===== config.mk =====
export PLATFORM = sky130hd
export DESIGN_NAME = pe_array_ctrl
export DESIGN_NICKNAME = d
export VERILOG_FILES = /design/src/rtl/pe_ctrl_pkg.sv /design/src/rtl/pe_scan_counter.sv /design/src/rtl/pe_array_ctrl.sv
export SDC_FILE = /design/constraint.sdc
export NUM_CORES = 1
export LEC_CHECK = 0
export ABC_AREA = 1
export CAP_MARGIN = 20
export CORE_UTILIZATION = 45
export DETAILED_ROUTE_END_ITERATION = 16
export HOLD_SLACK_MARGIN = 0.1
export PLACE_DENSITY = 0.72
export RECOVER_POWER = 25
export SYNTH_ARGS = -nofsm -noshare
export SYNTH_HDL_FRONTEND = slang
export SYNTH_SLANG_ARGS = --single-unit

===== constraint.sdc =====
create_clock -name clk_i -period 1.7 [get_ports clk_i]
set_clock_uncertainty 0.15 [all_clocks]
set_input_delay 0.425 -clock clk_i [delete_from_list [all_inputs] [get_ports clk_i]]
set_output_delay 0.425 -clock clk_i [all_outputs]
set_load 0.02 [all_outputs]

===== src/rtl/pe_ctrl_pkg.sv =====
`default_nettype none
// ============================================================================
// Module   : pe_ctrl_pkg
// Brief    : Shared command and state encodings for pe_array and its
//            host-side sequencing controller (pe_array_ctrl).
// Revision : 1.0  initial release
// ============================================================================
package pe_ctrl_pkg;

  // Command bus into pe_array
  localparam int                     PE_CMD_BITS    = 2;
  localparam logic [PE_CMD_BITS-1:0] PE_CMD_NOP     = 2'd0;
  localparam logic [PE_CMD_BITS-1:0] PE_CMD_WRITE   = 2'd1;
  localparam logic [PE_CMD_BITS-1:0] PE_CMD_PROCESS = 2'd2;

  // Cell state encodings
  localparam logic PE_STATE_DEAD = 1'b0;
  localparam logic PE_STATE_LIVE = 1'b1;

  // Controller sequencing states
  typedef enum logic [2:0] {
    ST_IDLE      = 3'd0,
    ST_PROCESS   = 3'd1,
    ST_SCAN_ADDR = 3'd2,
    ST_SCAN_CAP  = 3'd3,
    ST_SCAN_OUT  = 3'd4,
    ST_DONE      = 3'd5
  } pe_ctrl_state_e;

endpackage
`default_nettype wire


===== src/rtl/pe_scan_counter.sv =====
`default_nettype none
// ============================================================================
// Module   : pe_scan_counter
// Brief    : Raster x/y counter (x inner, y outer) with clear/advance and a
//            flag marking the final cell of the array. Also exposes the
//            coordinates of the following cell so the owner can register
//            the next address on the same edge that the counter advances.
// Revision : 1.0  initial release
// ============================================================================
module pe_scan_counter #(
  parameter int N_PX   = 4,
  parameter int N_PY   = 4,
  parameter int X_BITS = $clog2(N_PX),
  parameter int Y_BITS = $clog2(N_PY)
) (
  input  logic              clk_i,
  input  logic              rst_ni,
  input  logic              clr_i,
  input  logic              adv_i,
  output logic [X_BITS-1:0] x_o,
  output logic [Y_BITS-1:0] y_o,
  output logic [X_BITS-1:0] nx_o,
  output logic [Y_BITS-1:0] ny_o,
  output logic              last_o
);

  localparam logic [X_BITS-1:0] X_MAX = X_BITS'(N_PX - 1);
  localparam logic [Y_BITS-1:0] Y_MAX = Y_BITS'(N_PY - 1);

  logic [X_BITS-1:0] x_q;
  logic [Y_BITS-1:0] y_q;
  logic              x_wrap;

  // Next-cell coordinates: x wraps at the row end and carries into y
  always_comb begin
    x_wrap = (x_q == X_MAX);
    last_o = x_wrap && (y_q == Y_MAX);
    nx_o   = x_wrap ? '0 : x_q + X_BITS'(1);
    if (last_o) begin
      ny_o = '0;
    end else if (x_wrap) begin
      ny_o = y_q + Y_BITS'(1);
    end else begin
      ny_o = y_q;
    end
  end

  // Counter register: clear has priority over advance
  always_ff @(posedge clk_i or negedge rst_ni) begin
    if (!rst_ni) begin
      x_q <= '0;
      y_q <= '0;
    end else if (clr_i) begin
      x_q <= '0;
      y_q <= '0;
    end else if (adv_i) begin
      x_q <= nx_o;
      y_q <= ny_o;
    end
  end

  assign x_o = x_q;
  assign y_o = y_q;

endmodule
`default_nettype wire


===== src/rtl/pe_array_ctrl.sv =====
`default_nettype none
// ============================================================================
// Module   : pe_array_ctrl
// Brief    : Host-side sequencer for pe_array. Writes host cell beats into
//            the array, runs a requested number of Life generations, then
//            raster-scans the array and streams each cell on a valid/ready
//            port. Build option PE_CTRL_SKIP_DEAD_EN streams live cells only.
// Revision : 1.0  initial release
// ============================================================================
module pe_array_ctrl
  import pe_ctrl_pkg::*;
#(
  parameter int N_PX       = 4,
  parameter int N_PY       = 4,
  parameter int STATE_BITS = 1,
  parameter int GEN_BITS   = 8,
  parameter int X_BITS     = $clog2(N_PX),
  parameter int Y_BITS     = $clog2(N_PY)
) (
  input  logic                   clk_i,
  input  logic                   rst_ni,
  input  logic                   load_valid_i,
  output logic                   load_ready_o,
  input  logic [X_BITS-1:0]      load_x_i,
  input  logic [Y_BITS-1:0]      load_y_i,
  input  logic [STATE_BITS-1:0]  load_state_i,
  input  logic                   run_start_i,
  input  logic [GEN_BITS-1:0]    run_gens_i,
  output logic                   busy_o,
  output logic                   done_o,
  output logic                   rd_valid_o,
  input  logic                   rd_ready_i,
  output logic [X_BITS-1:0]      rd_x_o,
  output logic [Y_BITS-1:0]      rd_y_o,
  output logic [STATE_BITS-1:0]  rd_state_o,
  output logic [PE_CMD_BITS-1:0] cmd_o,
  output logic [X_BITS-1:0]      adr_x_o,
  output logic [Y_BITS-1:0]      adr_y_o,
  output logic [STATE_BITS-1:0]  state_in_o,
  input  logic [STATE_BITS-1:0]  state_out_i
);

  pe_ctrl_state_e         state_q, state_d;
  logic [GEN_BITS-1:0]    gen_q, gen_d;
  logic [PE_CMD_BITS-1:0] cmd_q, cmd_d;
  logic [X_BITS-1:0]      adr_x_q, adr_x_d;
  logic [Y_BITS-1:0]      adr_y_q, adr_y_d;
  logic [STATE_BITS-1:0]  state_in_q, state_in_d;
  logic                   busy_q, busy_d;
  logic                   done_q, done_d;
  logic                   rd_valid_q, rd_valid_d;
  logic [X_BITS-1:0]      rd_x_q, rd_x_d;
  logic [Y_BITS-1:0]      rd_y_q, rd_y_d;
  logic [STATE_BITS-1:0]  rd_state_q, rd_state_d;

  logic                   cnt_clr, cnt_adv, cnt_last;
  logic [X_BITS-1:0]      cnt_x, cnt_nx;
  logic [Y_BITS-1:0]      cnt_y, cnt_ny;
  logic                   skip_cell;

  pe_scan_counter #(
    .N_PX   (N_PX),
    .N_PY   (N_PY),
    .X_BITS (X_BITS),
    .Y_BITS (Y_BITS)
  ) u_scan_counter (
    .clk_i  (clk_i),
    .rst_ni (rst_ni),
    .clr_i  (cnt_clr),
    .adv_i  (cnt_adv),
    .x_o    (cnt_x),
    .y_o    (cnt_y),
    .nx_o   (cnt_nx),
    .ny_o   (cnt_ny),
    .last_o (cnt_last)
  );

  // Dead cells are dropped from the stream only when the filter is built in
`ifdef PE_CTRL_SKIP_DEAD_EN
  assign skip_cell = (state_out_i == STATE_BITS'(PE_STATE_DEAD));
`else
  assign skip_cell = 1'b0;
`endif

  // Loads are only taken in IDLE, and a same-cycle run request wins
  assign load_ready_o = rst_ni && (state_q == ST_IDLE) && !run_start_i;

  // Next-state and registered-output logic for the whole sequence
  always_comb begin
    state_d    = state_q;
    gen_d      = gen_q;
    cmd_d      = PE_CMD_NOP;
    adr_x_d    = adr_x_q;
    adr_y_d    = adr_y_q;
    state_in_d = state_in_q;
    busy_d     = busy_q;
    done_d     = 1'b0;
    rd_valid_d = rd_valid_q;
    rd_x_d     = rd_x_q;
    rd_y_d     = rd_y_q;
    rd_state_d = rd_state_q;
    cnt_clr    = 1'b0;
    cnt_adv    = 1'b0;

    case (state_q)
      ST_IDLE: begin
        if (run_start_i) begin
          gen_d   = run_gens_i;
          busy_d  = 1'b1;
          cnt_clr = 1'b1;
          adr_x_d = '0;
          adr_y_d = '0;
          if (run_gens_i != '0) begin
            state_d = ST_PROCESS;
            cmd_d   = PE_CMD_PROCESS;
          end else begin
            state_d = ST_SCAN_ADDR;
          end
        end else if (load_valid_i) begin
          cmd_d      = PE_CMD_WRITE;
          adr_x_d    = load_x_i;
          adr_y_d    = load_y_i;
          state_in_d = load_state_i;
        end
      end
      ST_PROCESS: begin
        // gen_q counts the PROCESS cycles still to issue, this one included
        gen_d = gen_q - GEN_BITS'(1);
        if (gen_q <= GEN_BITS'(1)) begin
          state_d = ST_SCAN_ADDR;
        end else begin
          cmd_d = PE_CMD_PROCESS;
        end
      end
      ST_SCAN_ADDR: begin
        state_d = ST_SCAN_CAP;
      end
      ST_SCAN_CAP: begin
        if (skip_cell) begin
          if (cnt_last) begin
            state_d = ST_DONE;
            done_d  = 1'b1;
            busy_d  = 1'b0;
          end else begin
            cnt_adv = 1'b1;
            adr_x_d = cnt_nx;
            adr_y_d = cnt_ny;
            state_d = ST_SCAN_ADDR;
          end
        end else begin
          rd_x_d     = cnt_x;
          rd_y_d     = cnt_y;
          rd_state_d = state_out_i;
          rd_valid_d = 1'b1;
          state_d    = ST_SCAN_OUT;
        end
      end
      ST_SCAN_OUT: begin
        if (rd_valid_q && rd_ready_i) begin
          rd_valid_d = 1'b0;
          if (cnt_last) begin
            state_d = ST_DONE;
            done_d  = 1'b1;
            busy_d  = 1'b0;
          end else begin
            cnt_adv = 1'b1;
            adr_x_d = cnt_nx;
            adr_y_d = cnt_ny;
            state_d = ST_SCAN_ADDR;
          end
        end
      end
      ST_DONE: begin
        state_d = ST_IDLE;
      end
      default: begin
        state_d = ST_IDLE;
      end
    endcase
  end

  // State and output registers, cleared asynchronously
  always_ff @(posedge clk_i or negedge rst_ni) begin
    if (!rst_ni) begin
      state_q    <= ST_IDLE;
      gen_q      <= '0;
      cmd_q      <= PE_CMD_NOP;
      adr_x_q    <= '0;
      adr_y_q    <= '0;
      state_in_q <= '0;
      busy_q     <= 1'b0;
      done_q     <= 1'b0;
      rd_valid_q <= 1'b0;
      rd_x_q     <= '0;
      rd_y_q     <= '0;
      rd_state_q <= '0;
    end else begin
      state_q    <= state_d;
      gen_q      <= gen_d;
      cmd_q      <= cmd_d;
      adr_x_q    <= adr_x_d;
      adr_y_q    <= adr_y_d;
      state_in_q <= state_in_d;
      busy_q     <= busy_d;
      done_q     <= done_d;
      rd_valid_q <= rd_valid_d;
      rd_x_q     <= rd_x_d;
      rd_y_q     <= rd_y_d;
      rd_state_q <= rd_state_d;
    end
  end

  assign cmd_o      = cmd_q;
  assign adr_x_o    = adr_x_q;
  assign adr_y_o    = adr_y_q;
  assign state_in_o = state_in_q;
  assign busy_o     = busy_q;
  assign done_o     = done_q;
  assign rd_valid_o = rd_valid_q;
  assign rd_x_o     = rd_x_q;
  assign rd_y_o     = rd_y_q;
  assign rd_state_o = rd_state_q;

endmodule
`default_nettype wire


## Yosys cells after proc, flatten, opt, wreduce, memory -nomap -nowiden

Cells that the tools add are included.

- Register bits: 30
- Bits of input ports: 19
- Output and inout port bits: 16

- Add/sub/neg operators: 3
- $lt $le $gt $ge: 1
- Equality and inequality tests: 12
- Multiplexer cells: 44
- Bitwise operators: 1
- Reductions and logical operators: 17

Operator list:

| kind | count |
|---|---|
| $mux W2 | 19 |
| $pmux W8 S2 | 1 |
| $pmux W3 S5 | 1 |
| $mux W1 | 13 |
| $mux W3 | 4 |
| $pmux W2 S2 | 3 |
| $ne A2 B2 Y1 const B | 5 |
| $le A8 B1 Y1 const B | 1 |
| $mux W8 | 1 |
| $reduce_and A4 Y1 | 2 |
| $reduce_bool A2 Y1 | 4 |
| $reduce_bool A8 Y1 | 1 |
| $sub A8 B1 Y8 const B | 1 |
| $eq A3 B2 Y1 const B | 2 |
| $reduce_and A3 Y1 | 2 |
| $add A2 B1 Y2 const B | 2 |
| $eq A2 B2 Y1 const B | 2 |
| $logic_and A1 B1 Y1 | 4 |
| $pmux W1 S2 | 2 |
| $reduce_and A2 Y1 | 2 |
| $eq A3 B1 Y1 const B | 1 |
| $eq A3 B3 Y1 const B | 1 |
| $logic_not A3 Y1 | 1 |
| $ne A3 B3 Y1 const B | 1 |
| other kinds (2) | 2 |

## Depth between registers and ports, before layout

Gate-level depths: netlist of the first run.

- Depth after elaboration: 7
- Mapped depth: 10

## Cells and area by module

Synthesis of the first run repeated with hierarchy kept, for this count alone.

- Cell total of the unflattened synthesis: 242
- Area, all modules: 1829.3 µm²

Modules (own cells, without submodules):

| module | instances | cells an instance | area an instance (µm²) |
|---|---|---|---|
| pe_array_ctrl | 1 | 206 | 1575.3 |
| pe_scan_counter | 1 | 36 | 254.0 |

## Least setup slack after synthesis of the first run

OpenSTA, ideal clock, no wires.

- Path type: reg-to-output
- Start: register state_q[0]
- End: output port load_ready_o
- Data arrival time: 1119 ps
- Slack: 6 ps
- Stages on the path, launching flop included: 6
- Cells stage by stage: dfrtp_1 -> nor2_4 -> nand2_2 -> inv_2 -> nand2_2 -> nor2_1

- Longest elaborated chain between the ends: 3

RTL lines:

| what | line | RTL |
|---|---|---|
| from (decl) | pe_array_ctrl.sv:43 | `pe_ctrl_state_e state_q, state_d;` |
| from (signal assigned) | pe_array_ctrl.sv:198 | `state_q <= state_d;` |
| $logic_not A3 Y1 | pe_array_ctrl.sv:86 | `assign load_ready_o = rst_ni && (state_q == ST_IDLE) && !run_start_i;` |
| $logic_and A1 B1 Y1 (2 in a row) | pe_array_ctrl.sv:86 |  |
| to (decl) | pe_array_ctrl.sv:23 | `output logic load_ready_o,` |

Every way passes these cells.

## Final worst setup path of the first run

- Start: register state_q[1]
- End: output port load_ready_o

Same word-level chain as after synthesis.

==> flow_results.xml, run 1 <==
<?xml version="1.0" encoding="UTF-8"?>
<metrics>
  <group name="setup_path">
    <metric name="arrival" unit="ns">1.18</metric>
    <metric name="critical_path_buf_inv_count" unit="">2</metric>
    <metric name="ff2ff_path_depth" unit="">7</metric>
    <metric name="crit_top_cell" unit="">sky130_fd_sc_hd__nand2_2</metric>
    <metric name="critPathMaxStageDelay" unit="ns">0.40</metric>
    <metric name="critPathMaxFanout" unit="">2</metric>
    <metric name="startpoint_types" unit="">flip-flop</metric>
    <metric name="worstPathCellList" unit="">nor2_4 -&gt; nand2_2 -&gt; inv_2 -&gt; nand2_2 -&gt; nor2_2 -&gt; buf_4</metric>
    <metric name="minimum_setup_slack_among_reg_to_reg_paths" unit="ns">0.14</metric>
    <metric name="worst_path_dominant_cell_family" unit="">flip-flops</metric>
    <metric name="critPathKind" unit="">flip-flop to output port</metric>
    <metric name="timing.critical_path.depth" unit="">6</metric>
    <metric name="cp.required" unit="ns">1.12</metric>
    <metric name="worstSetupEndpointType" unit="">output port</metric>
    <metric name="cpMaxStageDelayCell" unit="">sky130_fd_sc_hd__dfrtp_1</metric>
  </group>
  <group name="place">
    <metric name="dp_worst_setup_slack" unit="ns">-0.607</metric>
    <metric name="gp_routability_congestion" unit="">0.888</metric>
    <metric name="port_buffers" unit="">34</metric>
    <metric name="detailedPlacementHpwl" unit="um">2920</metric>
    <metric name="placed_standard_cell_area" unit="um2">2200</metric>
  </group>
  <group name="logic_synthesis">
    <metric name="synth.cells.most_frequent" unit="">77 x sky130_fd_sc_hd__nand2_1, 30 x sky130_fd_sc_hd__dfrtp_1, 27 x sky130_fd_sc_hd__inv_1, 23 x sky130_fd_sc_hd__o21ai_0, 19 x sky130_fd_sc_hd__nand3_1</metric>
    <metric name="syn_nets" unit="">252</metric>
    <metric name="syn_avg_cell_area" unit="um2">7.37</metric>
    <metric name="synth_warnings" unit="">0</metric>
    <metric name="ys_seq_elements" unit="">30</metric>
    <metric name="count_of_unique_library_cells_instantiated_by_yosys" unit="">24</metric>
    <metric name="synth_top_area_cell" unit="">sky130_fd_sc_hd__dfrtp_1</metric>
    <metric name="asyncSetResetFlopFracSynth" unit="">1.00</metric>
    <metric name="synth_enable_flop_cells" unit="">0</metric>
    <metric name="synth_ff_type" unit="">sky130_fd_sc_hd__dfrtp_1</metric>
    <metric name="yosysMostFrequentCell" unit="">sky130_fd_sc_hd__nand2_1</metric>
    <metric name="seq_area_frac_synth" unit="">0.445</metric>
    <metric name="synth_area" unit="um2">1690</metric>
    <metric name="synthTopCellsByArea" unit="">sky130_fd_sc_hd__dfrtp_1 45%, sky130_fd_sc_hd__nand2_1 17%, sky130_fd_sc_hd__o21ai_0 6.8%</metric>
    <metric name="synth_largest_type_area_fraction" unit="">0.445</metric>
    <metric name="syn_inst_count" unit="">229</metric>
  </group>
  <group name="global_routing">
    <metric name="groute.usage.overall" unit="">0.210</metric>
    <metric name="grt_antenna_before_repair" unit="">0</metric>
    <metric name="grt_start_max_net_pins" unit="">31</metric>
    <metric name="congestion_overflow_gr" unit="">0</metric>
    <metric name="first_global_vias" unit="">1518</metric>
    <metric name="grt_pass1_wl" unit="um">6530</metric>
  </group>
  <group name="timing">
    <metric name="tightestPinTransition" unit="ns">0.387</metric>
    <metric name="worst_slew_margin_rel" unit="">0.742</metric>
    <metric name="fin_worst_hold_slack" unit="ns">0.209</metric>
    <metric name="achievable-frequency" unit="MHz">568</metric>
    <metric name="post-route-min-period" unit="ns">1.76</metric>
    <metric name="final-hold-violation-count" unit="">0</metric>
    <metric name="setup_viol_count_final" unit="">1</metric>
    <metric name="setup_ws" unit="ns">-0.0599</metric>
    <metric name="timing.final.max_slew_violations" unit="">0</metric>
    <metric name="grt_setup_unrepaired" unit="">true</metric>
    <metric name="period_share" unit="">1.04</metric>
    <metric name="setup-tns-final" unit="ns">-0.0599</metric>
  </group>
  <group name="clock_network">
    <metric name="tritoncts" unit="">done</metric>
    <metric name="clock_tree.htree_level_count" unit="">2</metric>
    <metric name="ctsHoldBuffers" unit="">0</metric>
    <metric name="clock_sink_count" unit="">30</metric>
    <metric name="clock_latency" unit="ns">0.28</metric>
    <metric name="clock_slew_seen_by_the_registers_of_the_worst_setup_and_hold_paths" unit="ns">0.06</metric>
    <metric name="ctsRootBufferMaster" unit="">sky130_fd_sc_hd__clkbuf_8</metric>
    <metric name="cts_inserted_buffers" unit="">5</metric>
    <metric name="largest_buffer_count_on_any_clock_path" unit="">2</metric>
  </group>
  <group name="route">
    <metric name="finalWirelength" unit="um">3800</metric>
    <metric name="postRouteAntennaNets" unit="">0</metric>
    <metric name="vias_per_cell" unit="">4.80</metric>
    <metric name="detail_route.drc_violations" unit="">0</metric>
    <metric name="wire_length_per_cell" unit="um">11.4</metric>
    <metric name="dr_total_vias" unit="">1593</metric>
    <metric name="detail_route.first_pass.iterations" unit="">4</metric>
    <metric name="drt-initial-drc-count" unit="">79</metric>
  </group>
  <group name="power_and_ir_drop">
    <metric name="power.combinational.fraction" unit="">0.538</metric>
    <metric name="seq_power_share" unit="">0.307</metric>
    <metric name="clock_power_share" unit="">0.155</metric>
    <metric name="pwr_density_cell" unit="nW/um2">1650</metric>
    <metric name="power.switching_fraction" unit="">0.440</metric>
    <metric name="power.static_leakage" unit="nW">1.24</metric>
    <metric name="worst_ir_drop_vdd" unit="mV">0.875</metric>
    <metric name="power.net_switching" unit="W">0.00165</metric>
    <metric name="cell_internal_pwr" unit="W">0.00211</metric>
  </group>
  <group name="status">
    <metric name="run_status" unit="">complete, but fails checks</metric>
    <metric name="failing_checks" unit="">negative setup slack</metric>
  </group>
  <group name="flow_run">
    <metric name="max_cap_viol_count" unit="">0</metric>
  </group>
  <group name="finish">
    <metric name="final_net_count" unit="">308</metric>
    <metric name="antenna_cells_inserted" unit="">0</metric>
    <metric name="synthToLayoutAreaGrowth" unit="%">35.3</metric>
    <metric name="register_area" unit="um2">751</metric>
    <metric name="fill_cells" unit="">350</metric>
    <metric name="post_route_cells_drive_above_1_share" unit="">0.178</metric>
    <metric name="area_taken_by_multi_input_logic_gates" unit="um2">820</metric>
    <metric name="post-route-cell-area" unit="um2">2280</metric>
  </group>
  <group name="floorplan">
    <metric name="ports" unit="">35</metric>
    <metric name="initial_core_util" unit="">0.486</metric>
    <metric name="x_dimension_of_the_die" unit="um">63.2</metric>
    <metric name="rows" unit="">21</metric>
    <metric name="fp.dieArea" unit="um2">4000</metric>
    <metric name="dieHeight" unit="um">63.2</metric>
    <metric name="core_area" unit="um2">3470</metric>
  </group>
  <group name="worst_hold_path">
    <metric name="worstHoldPathType" unit="">input port to async pin</metric>
  </group>
</metrics>
==> worst paths after layout <==
path                                             start                     end
worst min-delay path                            rst_ni    gen_q[6]$_DFFE_PN0P_
worst max-delay path            state_q[1]$_DFFE_PN0P_            load_ready_o
min in group clk_i              adr_y_o[0]$_DFFE_PN0P_  adr_y_o[0]$_DFFE_PN0P_
max in group asynchronous                       rst_ni    gen_q[2]$_DFFE_PN0P_
worst min register to register  adr_y_o[0]$_DFFE_PN0P_  adr_y_o[0]$_DFFE_PN0P_
worst max register to register  state_q[1]$_DFFE_PN0P_    gen_q[0]$_DFFE_PN0P_
==> cells by family (layout without fill, tap and decap cells) <==
kind of cell | count (synthesis) | in the layout | share of synthesized area
adder cells (fa/ha/maj) | 4 | 4 | 0.0297
flip-flops | 30 | 30 | 0.445
multiplexers | 1 | 1 | 0.00668
AO/OA/AOI/OAI | 29 | 29 | 0.0912
buffers and inverters | 32 | 89 | 0.0734
AND/OR/NAND/NOR | 133 | 133 | 0.354
==> layout make-up <==
class	instances	share of cell area
inverter	30	0.0504
tap	46	0.0252
sequential	30	0.329
timing repair buffer	51	0.196
clock inverter	1	0.00219
clock buffer	7	0.0378
multi-input combinational	167	0.359
==> power groups by stage <==
stage	sequential (W)	combinational (W)	clock, W
2_1_floorplan	0.00128	0.00122	0
3_3_place_gp	0.00116	0.00207	0
3_5_place_dp	0.00117	0.00209	0
4_1_cts	0.00115	0.00204	0.000602
5_1_grt	0.00119	0.00227	0.000638
6_report	0.00115	0.00202	0.000584
==> state kept, by name (all words and copies together), names as in the netlist <==
name,flops
state_q,3
rd_valid_o,1
cmd_o,2
rd_state_o,1
u_scan_counter.x_o,2
state_in_o,1
done_o,1
gen_q,8
rd_x_o,2
adr_x_o,2
busy_o,1
adr_y_o,2
rd_y_o,2
u_scan_counter.y_o,2
==> metrics by stage <==
stage	instances	utilization	power, W
floorplan	229	-	0.00250
global placement	324	0.635	0.00323
detailed placement	324	0.635	0.00326
CTS	332	0.655	0.00379
global route	332	0.658	0.00410
finish	332	0.658	0.00376
==> layout by cell type (no fill, tap or decap), drive strengths merged <==
cell type,netlist,routed
or2,1,1
o211ai,2,2
inv,30,30
buf,1,18
o21ai,24,24
o22ai,2,2
ha,4,4
dfrtp,30,30
clkbuf,1,7
dlygate4sd2,0,16
a31oi,1,1
and2,1,1
mux2,1,1
clkdlybuf4s50,0,16
nand4,1,1
nand2,84,84
dlymetal6s2s,0,1
nand3,20,20
clkinv,0,1
nor2,26,26
==> per-layer routing <==
metal,GRT usage,part of all wire,vias to the layer above
li1,-,-,831
met1,0.264,0.47,714
met2,0.362,0.46,42
met3,0.0399,0.057,6
met4,0.0682,0.012,0
met5,0,0,-
==> what timing repair did <==
action / CTS / global route
pin swaps: 0 / 1
resized for setup: 22 / 4
setup buffers: 0 / 0
setup endpoints to repair: 16 / 6
Power figures use the tool's default switching activity.
==> inputs of run 2 (changes only) <==
--- a/config.mk
+++ b/config.mk
@@ -8,10 +8,12 @@
 export ABC_AREA = 1
 export CAP_MARGIN = 20
 export CORE_UTILIZATION = 45
+export CTS_CLUSTER_SIZE = 30
 export DETAILED_ROUTE_END_ITERATION = 16
 export HOLD_SLACK_MARGIN = 0.1
-export PLACE_DENSITY = 0.72
+export PLACE_DENSITY = 0.74
 export RECOVER_POWER = 25
+export SETUP_SLACK_MARGIN = 0.1
 export SYNTH_ARGS = -nofsm -noshare
 export SYNTH_HDL_FRONTEND = slang
 export SYNTH_SLANG_ARGS = --single-unit
==> constraint.sdc (replaced) <==
create_clock -name clk_i -period 1.5 [get_ports clk_i]
set_clock_uncertainty 0.15 [all_clocks]
set_input_delay 0.375 -clock clk_i [delete_from_list [all_inputs] [get_ports clk_i]]
set_output_delay 0.375 -clock clk_i [all_outputs]
set_load 0.02 [all_outputs]
==> flow_results.xml, run 2 (synthesized netlist as in run 1, its figures left out) <==
<?xml version="1.0" encoding="UTF-8"?>
<metrics>
  <group name="status">
    <metric name="run_status" unit="">complete, but fails checks</metric>
    <metric name="failing_checks" unit="">negative setup slack</metric>
  </group>
  <group name="finish">
    <metric name="max_reg_flops" unit="">8</metric>
    <metric name="final_cell_mix" unit="">71 x sky130_fd_sc_hd__nand2_1, 29 x sky130_fd_sc_hd__dfrtp_1, 29 x sky130_fd_sc_hd__buf_4</metric>
    <metric name="fin_cells" unit="">351</metric>
    <metric name="regMostFlops" unit="">gen_q</metric>
    <metric name="utilization" unit="">0.763</metric>
    <metric name="synthToLayoutAreaGrowth" unit="%">56.8</metric>
    <metric name="final_common_cell" unit="">sky130_fd_sc_hd__nand2_1</metric>
    <metric name="antenna_cells_inserted" unit="">0</metric>
    <metric name="final_net_count" unit="">327</metric>
    <metric name="post_route_cells_drive_above_1_share" unit="">0.364</metric>
    <metric name="biggestRegsByFlops" unit="">gen_q x8, state_q x3</metric>
  </group>
  <group name="worst_hold_path">
    <metric name="worstHoldPathType" unit="">flip-flop to flip-flop</metric>
    <metric name="hold_end" unit="">adr_y_o[0]$_DFFE_PN0P_</metric>
    <metric name="hold_path_startpoint" unit="">adr_y_o[0]$_DFFE_PN0P_</metric>
    <metric name="min_delay_path_depth" unit="">2</metric>
  </group>
  <group name="timing">
    <metric name="timing.final.max_slew_violations" unit="">0</metric>
    <metric name="final-hold-violation-count" unit="">0</metric>
    <metric name="post-route-min-period" unit="ns">1.77</metric>
    <metric name="achievable-frequency" unit="MHz">565</metric>
    <metric name="tightestPinTransition" unit="ns">0.391</metric>
    <metric name="setup_ws" unit="ns">-0.269</metric>
    <metric name="worst_slew_margin_rel" unit="">0.739</metric>
    <metric name="grt_setup_unrepaired" unit="">true</metric>
    <metric name="period_share" unit="">1.18</metric>
    <metric name="setup_viol_count_final" unit="">10</metric>
  </group>
  <group name="power_and_ir_drop">
    <metric name="power.static_leakage" unit="nW">1.33</metric>
    <metric name="finalPower" unit="W">0.00530</metric>
    <metric name="pwr_density_cell" unit="nW/um2">2010</metric>
    <metric name="worst_ir_drop_vdd" unit="mV">1.08</metric>
  </group>
  <group name="route">
    <metric name="detail_route.drc_violations" unit="">0</metric>
    <metric name="postRouteAntennaNets" unit="">0</metric>
    <metric name="detail_route.first_pass.iterations" unit="">4</metric>
    <metric name="vias_per_cell" unit="">5.12</metric>
    <metric name="finalWirelength" unit="um">4910</metric>
    <metric name="wire_length_per_cell" unit="um">14.0</metric>
    <metric name="drt-initial-drc-count" unit="">125</metric>
    <metric name="dr_total_vias" unit="">1798</metric>
  </group>
  <group name="setup_path">
    <metric name="ff2ff_path_depth" unit="">7</metric>
    <metric name="minimum_setup_slack_among_reg_to_reg_paths" unit="ns">-0.13</metric>
    <metric name="reg2reg_to" unit="">gen_q[0]$_DFFE_PN0P_</metric>
    <metric name="arrival" unit="ns">1.24</metric>
    <metric name="cp.required" unit="ns">0.97</metric>
    <metric name="startpoint" unit="">state_q[1]$_DFFE_PN0P_</metric>
    <metric name="critPathMaxFanout" unit="">2</metric>
    <metric name="startpoint_types" unit="">flip-flop</metric>
    <metric name="critPathKind" unit="">flip-flop to output port</metric>
    <metric name="worstSetupEndpointType" unit="">output port</metric>
    <metric name="worstReg2RegStart" unit="">state_q[0]$_DFFE_PN0P_</metric>
  </group>
  <group name="place">
    <metric name="detailedPlacementHpwl" unit="um">3000</metric>
    <metric name="gp_routability_congestion" unit="">0.875</metric>
    <metric name="dp_cells" unit="">333</metric>
    <metric name="port_buffers" unit="">34</metric>
  </group>
  <group name="clock_network">
    <metric name="largest_buffer_count_on_any_clock_path" unit="">2</metric>
    <metric name="clock_slew_seen_by_the_registers_of_the_worst_setup_and_hold_paths" unit="ns">0.07</metric>
    <metric name="clock_sink_count" unit="">30</metric>
    <metric name="tritoncts" unit="">done</metric>
    <metric name="clock_latency" unit="ns">0.29</metric>
    <metric name="cts_inserted_buffers" unit="">5</metric>
    <metric name="clock_tree.htree_level_count" unit="">2</metric>
    <metric name="ctsRootBufferMaster" unit="">sky130_fd_sc_hd__clkbuf_8</metric>
  </group>
  <group name="floorplan">
    <metric name="rows" unit="">21</metric>
    <metric name="fp.dieArea" unit="um2">4000</metric>
    <metric name="dieHeight" unit="um">63.2</metric>
    <metric name="initial_core_util" unit="">0.486</metric>
    <metric name="ports" unit="">35</metric>
    <metric name="core_area" unit="um2">3470</metric>
    <metric name="x_dimension_of_the_die" unit="um">63.2</metric>
  </group>
  <group name="global_routing">
    <metric name="grt_start_max_net_pins" unit="">31</metric>
    <metric name="congestion_overflow_gr" unit="">0</metric>
    <metric name="grt_pass1_wl" unit="um">7580</metric>
    <metric name="first_global_vias" unit="">1668</metric>
    <metric name="grt_antenna_before_repair" unit="">0</metric>
    <metric name="groute.usage.overall" unit="">0.248</metric>
  </group>
  <group name="flow_run">
    <metric name="max_cap_viol_count" unit="">0</metric>
  </group>
</metrics>
[run 2: where the power goes]
| group | internal [W] | switching, W | leakage [nW] | total [W] |
|---|---|---|---|---|
| Combinational | 0.00143 | 0.00187 | 0.905 | 0.00329 |
| Clock | 0.000369 | 0.000304 | 0.0482 | 0.000674 |
| Sequential | 0.00111 | 0.000232 | 0.378 | 0.00134 |
| Total | 0.00290 | 0.00240 | 1.33 | 0.00530 |
[run 2: layout make-up]
class                           count  area, um2
Inverter                           30        129
Tap cell                           46       57.6
Fill cell                         242        823
Clock inverter                      1       5.00
Multi-Input combinational cell    167       1040
Timing Repair Buffer               70        578
Sequential cell                    30        752
Clock buffer                        7       86.3
[run 2: what timing repair did]
action	CTS	global route
gates cloned	0	0
buffers inserted	6	6
pin swaps	14	22
endpoints found under the setup margin	37	27
resized for setup	99	38
hold buffers	0	0
[run 2: critical path: stages, from the launching register on]
cell and delay, ns:
sky130_fd_sc_hd__dfrtp_1 0.42, sky130_fd_sc_hd__nor2_4 0.15, sky130_fd_sc_hd__nand2_2 0.07, sky130_fd_sc_hd__inv_2 0.08, sky130_fd_sc_hd__nand2_4 0.06, sky130_fd_sc_hd__nor2_4 0.08
sky130_fd_sc_hd__buf_6 0.12
[run 2: through the flow]
step	TNS (ns)	hold slack, ns	area [um2]	setup WS (ns)
after floorplan	-0.0108	-0.0706	1710	-0.0108
after global placement	-5.42	0.310	2290	-0.699
after detailed placement	-5.88	0.312	2290	-0.695
after CTS	-0.392	0.324	2480	-0.280
after global routing	-1.65	0.347	2650	-0.302
final	-0.666	0.324	2650	-0.269
[run 2: worst max-delay path by stage]
stage	end	slack [ns]	depth (start not counted)
CTS	load_ready_o	-0.28	6
global route	load_ready_o	-0.30	6
floorplan	load_ready_o	-0.01	5
global placement	load_ready_o	-0.70	4
finish	load_ready_o	-0.27	6
detailed placement	load_ready_o	-0.70	5
[run 2: layer usage]
layer	wire length [um]	track usage	vias up
met1	2010	0.307	823
met2	2480	0.422	83
li1	-	-	876
met3	294	0.0525	16
met4	129	0.0881	0
met5	0	0	-
